--- src/rtl/alu_pkg.sv ---
// Shared types for the ALU result stage: widths, opcode tags, flag/entry structs, FSM states.
// ALU_RESULT_PARITY_EN adds a parity bit to the stored flags.
package alu_pkg;

    localparam int ALU_W = 8;
    localparam int OP_W  = 3;

    typedef enum logic [OP_W-1:0] {
        OP_AND  = 3'd0,
        OP_OR   = 3'd1,
        OP_NOR  = 3'd2,
        OP_NAND = 3'd3,
        OP_XOR  = 3'd4,
        OP_XNOR = 3'd5,
        OP_NOT  = 3'd6,
        OP_PASS = 3'd7
    } alu_op_e;

    typedef struct packed {
`ifdef ALU_RESULT_PARITY_EN
        logic par;
`endif
        logic zero;
        logic neg;
    } alu_flags_t;

    typedef struct packed {
        logic [ALU_W-1:0] y;
        logic [OP_W-1:0]  op;
        alu_flags_t       flags;
    } alu_entry_t;

    // Encoding doubles as the occupancy count.
    typedef enum logic [1:0] {
        ST_EMPTY = 2'd0,
        ST_ONE   = 2'd1,
        ST_FULL  = 2'd2
    } stage_state_e;

endpackage

--- src/rtl/alu_flag_gen.sv ---
// Combinational status flags for one ALU result.
// ALU_RESULT_PARITY_EN adds par = ^y (1 when the result has an odd number of ones).
module alu_flag_gen
    import alu_pkg::*;
#(
    parameter int WIDTH = ALU_W
) (
    input  logic [WIDTH-1:0] y,
    output alu_flags_t       flags
);

    always_comb begin
        flags      = '0;
        flags.zero = (y == '0);
        flags.neg  = y[WIDTH-1];
`ifdef ALU_RESULT_PARITY_EN
        flags.par  = ^y;
`endif
    end

endmodule

--- src/rtl/alu_result_stage.sv ---
// Two-entry registered buffer (head + skid) between the ALU result mux and writeback.
// ALU_RESULT_PARITY_EN adds the out_par port and per-entry parity storage.
module alu_result_stage
    import alu_pkg::*;
#(
    parameter int WIDTH = alu_pkg::ALU_W,
    parameter int OP_W  = alu_pkg::OP_W
) (
    input  logic             clk,
    input  logic             rst,
    input  logic             in_valid,
    output logic             in_ready,
    input  logic [WIDTH-1:0] in_y,
    input  logic [OP_W-1:0]  in_op,
    output logic             out_valid,
    input  logic             out_ready,
    output logic [WIDTH-1:0] out_y,
    output logic [OP_W-1:0]  out_op,
    output logic             out_zero,
    output logic             out_neg,
`ifdef ALU_RESULT_PARITY_EN
    output logic             out_par,
`endif
    output logic [1:0]       occ
);

    stage_state_e state_q, state_d;
    alu_entry_t   head_q, head_d;
    alu_entry_t   skid_q, skid_d;
    alu_entry_t   new_entry;
    alu_flags_t   new_flags;
    logic         push;
    logic         pop;

    alu_flag_gen #(.WIDTH(WIDTH)) u_flag_gen (
        .y     (in_y),
        .flags (new_flags)
    );

    // Readiness depends only on state, so out_ready never combinationally reaches in_ready.
    assign in_ready  = (state_q != ST_FULL) && !rst;
    assign out_valid = (state_q != ST_EMPTY);
    assign push      = in_valid && in_ready;
    assign pop       = out_valid && out_ready;

    always_comb begin
        new_entry       = '0;
        new_entry.y     = in_y;
        new_entry.op    = in_op;
        new_entry.flags = new_flags;
    end

    always_comb begin
        state_d = state_q;
        head_d  = head_q;
        skid_d  = skid_q;
        case (state_q)
            ST_EMPTY: begin
                if (push) begin
                    head_d  = new_entry;
                    state_d = ST_ONE;
                end
            end
            ST_ONE: begin
                if (push && pop) begin
                    head_d = new_entry;
                end else if (push) begin
                    skid_d  = new_entry;
                    state_d = ST_FULL;
                end else if (pop) begin
                    state_d = ST_EMPTY;
                end
            end
            ST_FULL: begin
                if (pop) begin
                    head_d  = skid_q;
                    state_d = ST_ONE;
                end
            end
            default: begin
                state_d = ST_EMPTY;
            end
        endcase
    end

    always_ff @(posedge clk) begin
        if (rst) begin
            state_q <= ST_EMPTY;
            head_q  <= '0;
            skid_q  <= '0;
        end else begin
            state_q <= state_d;
            head_q  <= head_d;
            skid_q  <= skid_d;
        end
    end

    assign out_y    = head_q.y;
    assign out_op   = head_q.op;
    assign out_zero = head_q.flags.zero;
    assign out_neg  = head_q.flags.neg;
`ifdef ALU_RESULT_PARITY_EN
    assign out_par  = head_q.flags.par;
`endif
    assign occ      = state_q;

endmodule

--- config.mk ---
export PLATFORM = sky130hd
export DESIGN_NAME = alu_result_stage
export DESIGN_NICKNAME = d
export VERILOG_FILES = /design/src/rtl/alu_pkg.sv /design/src/rtl/alu_flag_gen.sv /design/src/rtl/alu_result_stage.sv
export SDC_FILE = /design/constraint.sdc
export NUM_CORES = 1
export LEC_CHECK = 0
export BUFFER_PORTS_ARGS = -buffer_cell sky130_fd_sc_hd__buf_4
export CAP_MARGIN = 20
export CORE_MARGIN = 2
export CORE_UTILIZATION = 25
export CTS_CLUSTER_DIAMETER = 40
export DETAILED_ROUTE_END_ITERATION = 8
export PLACE_DENSITY = 0.5
export SLEW_MARGIN = 20
export SYNTH_ARGS = -nofsm -noshare
export SYNTH_HDL_FRONTEND = slang
export SYNTH_SLANG_ARGS = --single-unit
--- constraint.sdc ---
create_clock -name clk -period 4.2 [get_ports clk]
set_clock_uncertainty 0.2 [all_clocks]
set_input_delay 0.84 -clock clk [delete_from_list [all_inputs] [get_ports clk]]
set_output_delay 0.84 -clock clk [all_outputs]
set_load 0.1 [all_outputs]
==> impl_results.md <==
* Status: finished, final reports clean
* Crit path kind: in -> out
* CP Capture Type: output pin
* Fin nets at 174
* Placer Congestion at 0.7553
* Hold buffers post-CTS at 0
* RR Startpoint: occ[1]
* Clock sinks at 26
* Synth Area per Inst at 9.062 um^2
* Worst Hold Class: reg -> reg
* FF-to-FF path depth at 3
* Via count at 1119
* Routed wire per std cell at 14.37 um
* Synth Cell Area at 1232 um^2
* Warnings from Yosys at 0
* Share of layout cells above drive strength 1 at 23.57%
* Synth Instances at 136
* Setup crit start: rst
* Flops & latches, synth at 26
* CTS Buf Count at 3
* Die width at 74.21 um
* Post-synthesis sequential area ratio at 42.23%
* Distinct cell type count after synthesis at 30
* Post-CTS Setup Bufs at 0
* Dpl cells at 221
* Clk root buf: clkbuf_8
* Largest net degree at the start of global routing at 39
* Clock Tree Buf Depth at 2
* Critical R2R Capture: out_y[1]
* Die area at 5507 um^2
* Final worst path period share at 60.92%
* Max VDD drop at 137.4 uV
* PwrDens at 378.3 nW/um^2
* DPL Wire Length at 2.260 mm
* Initial Util at 26.09%
* Final min period at 2.559 ns
* Vias in the first global route at 1068
* IO Pins at 32
* Unrepaired setup endpoints after global routing: no
* Most frequent cells in the layout: buf_4, dfxtp_1, a21oi_1
* Mapped Nets at 151
* Total Routing Usage GR at 12.34%
* Row cnt at 25
* Clock transition at path regs at 0.08 ns
* WP data arrival at 1.52 ns
* # diodes at 0
* Drt via density at 4.996
* Post-route setup TNS at 0 ns
* Worst slew pin tran at 0.7585 ns
* P_leak at 0.0006345 uW
* Setup crit end: in_ready
* Fin. max-slew vios at 0
* Area grow syn2layout at 24.77%
* DR pass1 iterations at 5
* Most common cell after layout, fill and taps aside: buf_4
* Crit start category: primary input
* Max Cap Viol at 0
* Post-route insts no fill at 224
* Critical path fanouts, max at 38
* CTS tree: built
* Final setup fails at 0
* GRT overflow at 0
* # H-tree levels at 1
* Core Region at 4723 um^2
* Resized cells post-CTS at 0
* Fmax at 0.3908 GHz
* Die H at 74.21 um
* Initial antenna violation count at 0
* Clock latency on the worst-skew pair at 0.26 ns
* Reg2Reg Setup Slack at 2.26 ns
* Critical path required time at 3.16 ns
* Drt initial violations at 49
* PortBufs at 31
* Global-route wire length before repair at 5.230 mm
* Hold Violations, Final at 0
* Residual DRC count at 0
* Post-route ant nets at 0
* Max_slew headroom at 49.43%
* Post-Route WL at 3.218 mm
how the worst min path moves through the flow:
stage / from / end / slack (ns) / depth (start not counted)
5_1_grt: skid_q[4] / skid_q[4] / 0.31 / 2
3_3_place_gp: skid_q[2] / skid_q[2] / 0.26 / 2
2_1_floorplan: skid_q[10] / skid_q[10] / 0.25 / 2
3_5_place_dp: skid_q[12] / skid_q[12] / 0.27 / 2
6_report: skid_q[12] / skid_q[12] / 0.28 / 2
4_1_cts: skid_q[12] / skid_q[12] / 0.28 / 2
state kept, by name, summed over array words and instances (netlist names):
register	flops
occ	2
out_op	3
out_y	8
out_zero	1
skid_q	12
cell usage after synthesis:
library cell / count / share of area [%]
nand2_1: 3 / 0.91
nand4_1: 1 / 0.51
a211oi_1: 11 / 6.7
nand4bb_1: 1 / 0.91
or2_2: 1 / 0.51
o211a_1: 1 / 0.81
a221o_1: 1 / 0.81
buf_4: 2 / 1.2
and4bb_1: 1 / 1.0
nor2_1: 1 / 0.30
clkbuf_1: 9 / 2.7
nand2b_1: 3 / 1.5
nor2b_1: 2 / 1.0
o21ai_0: 11 / 4.5
a21oi_1: 15 / 6.1
inv_1: 1 / 0.30
mux2i_1: 11 / 8.9
buf_2: 3 / 1.2
o31a_1: 1 / 0.71
nor4_1: 2 / 1.0
and3b_1: 1 / 0.71
a31o_1: 1 / 0.71
buf_1: 1 / 0.30
nand3_1: 11 / 4.5
or3b_1: 1 / 0.71
dfxtp_1: 26 / 42
clkinv_1: 1 / 0.30
o21ai_1: 1 / 0.41
a311oi_1: 11 / 7.8
o21a_1: 1 / 0.61
routing by layer:
metal	vias up	part of all wire (%)	track usage [%]
met5	-	0	0
met1	526	48	15.39
met3	4	3.3	1.897
met2	23	47	21.23
met4	0	2.0	5.159
li1	566	-	-
logic make-up after synthesis:
kind of cell    synth area share, %
mux                           8.934
simple gates                  13.60
flops                         42.23
buf+inv                       6.090
compound gates                29.14
critical path: stages:
cell	delay, ns
buf_4	0.22
nor2_1	0.14
buf_4	0.30
report_power, final:
group          leakage, uW  internal (uW)  switching (uW)
Combinational     0.000401           45.0             133
Clock            0.0000216           64.1            73.2
Sequential        0.000212            258            8.39
Total             0.000634            367             215
per-stage QoR:
stage          power [uW]  worst slack (ns)  cell area (um^2)  utilization (%)  hold slack (ns)
2_1_floorplan       407.1            0.6792              1232                -           0.2532
5_1_grt             608.4             1.572              1538            32.56           0.3120
3_3_place_gp        449.0             1.657              1496            31.68           0.2612
3_5_place_dp        450.9             1.645              1496            31.68           0.2677
4_1_cts             586.9             1.644              1538            32.56           0.2800
6_report            581.8             1.641              1538            32.56           0.2782
final cells by class:
| class | count | area (um^2) |
|---|---|---|
| well taps | 67 | 83.83 |
| flip-flops and latches | 26 | 520.5 |
| fillers | 500 | 3186 |
| multi-input cells | 93 | 636.9 |
| inverters | 2 | 7.507 |
| clock buffers | 3 | 41.29 |
| repair buffers | 33 | 247.7 |
(Power assumes the default switching activity.)
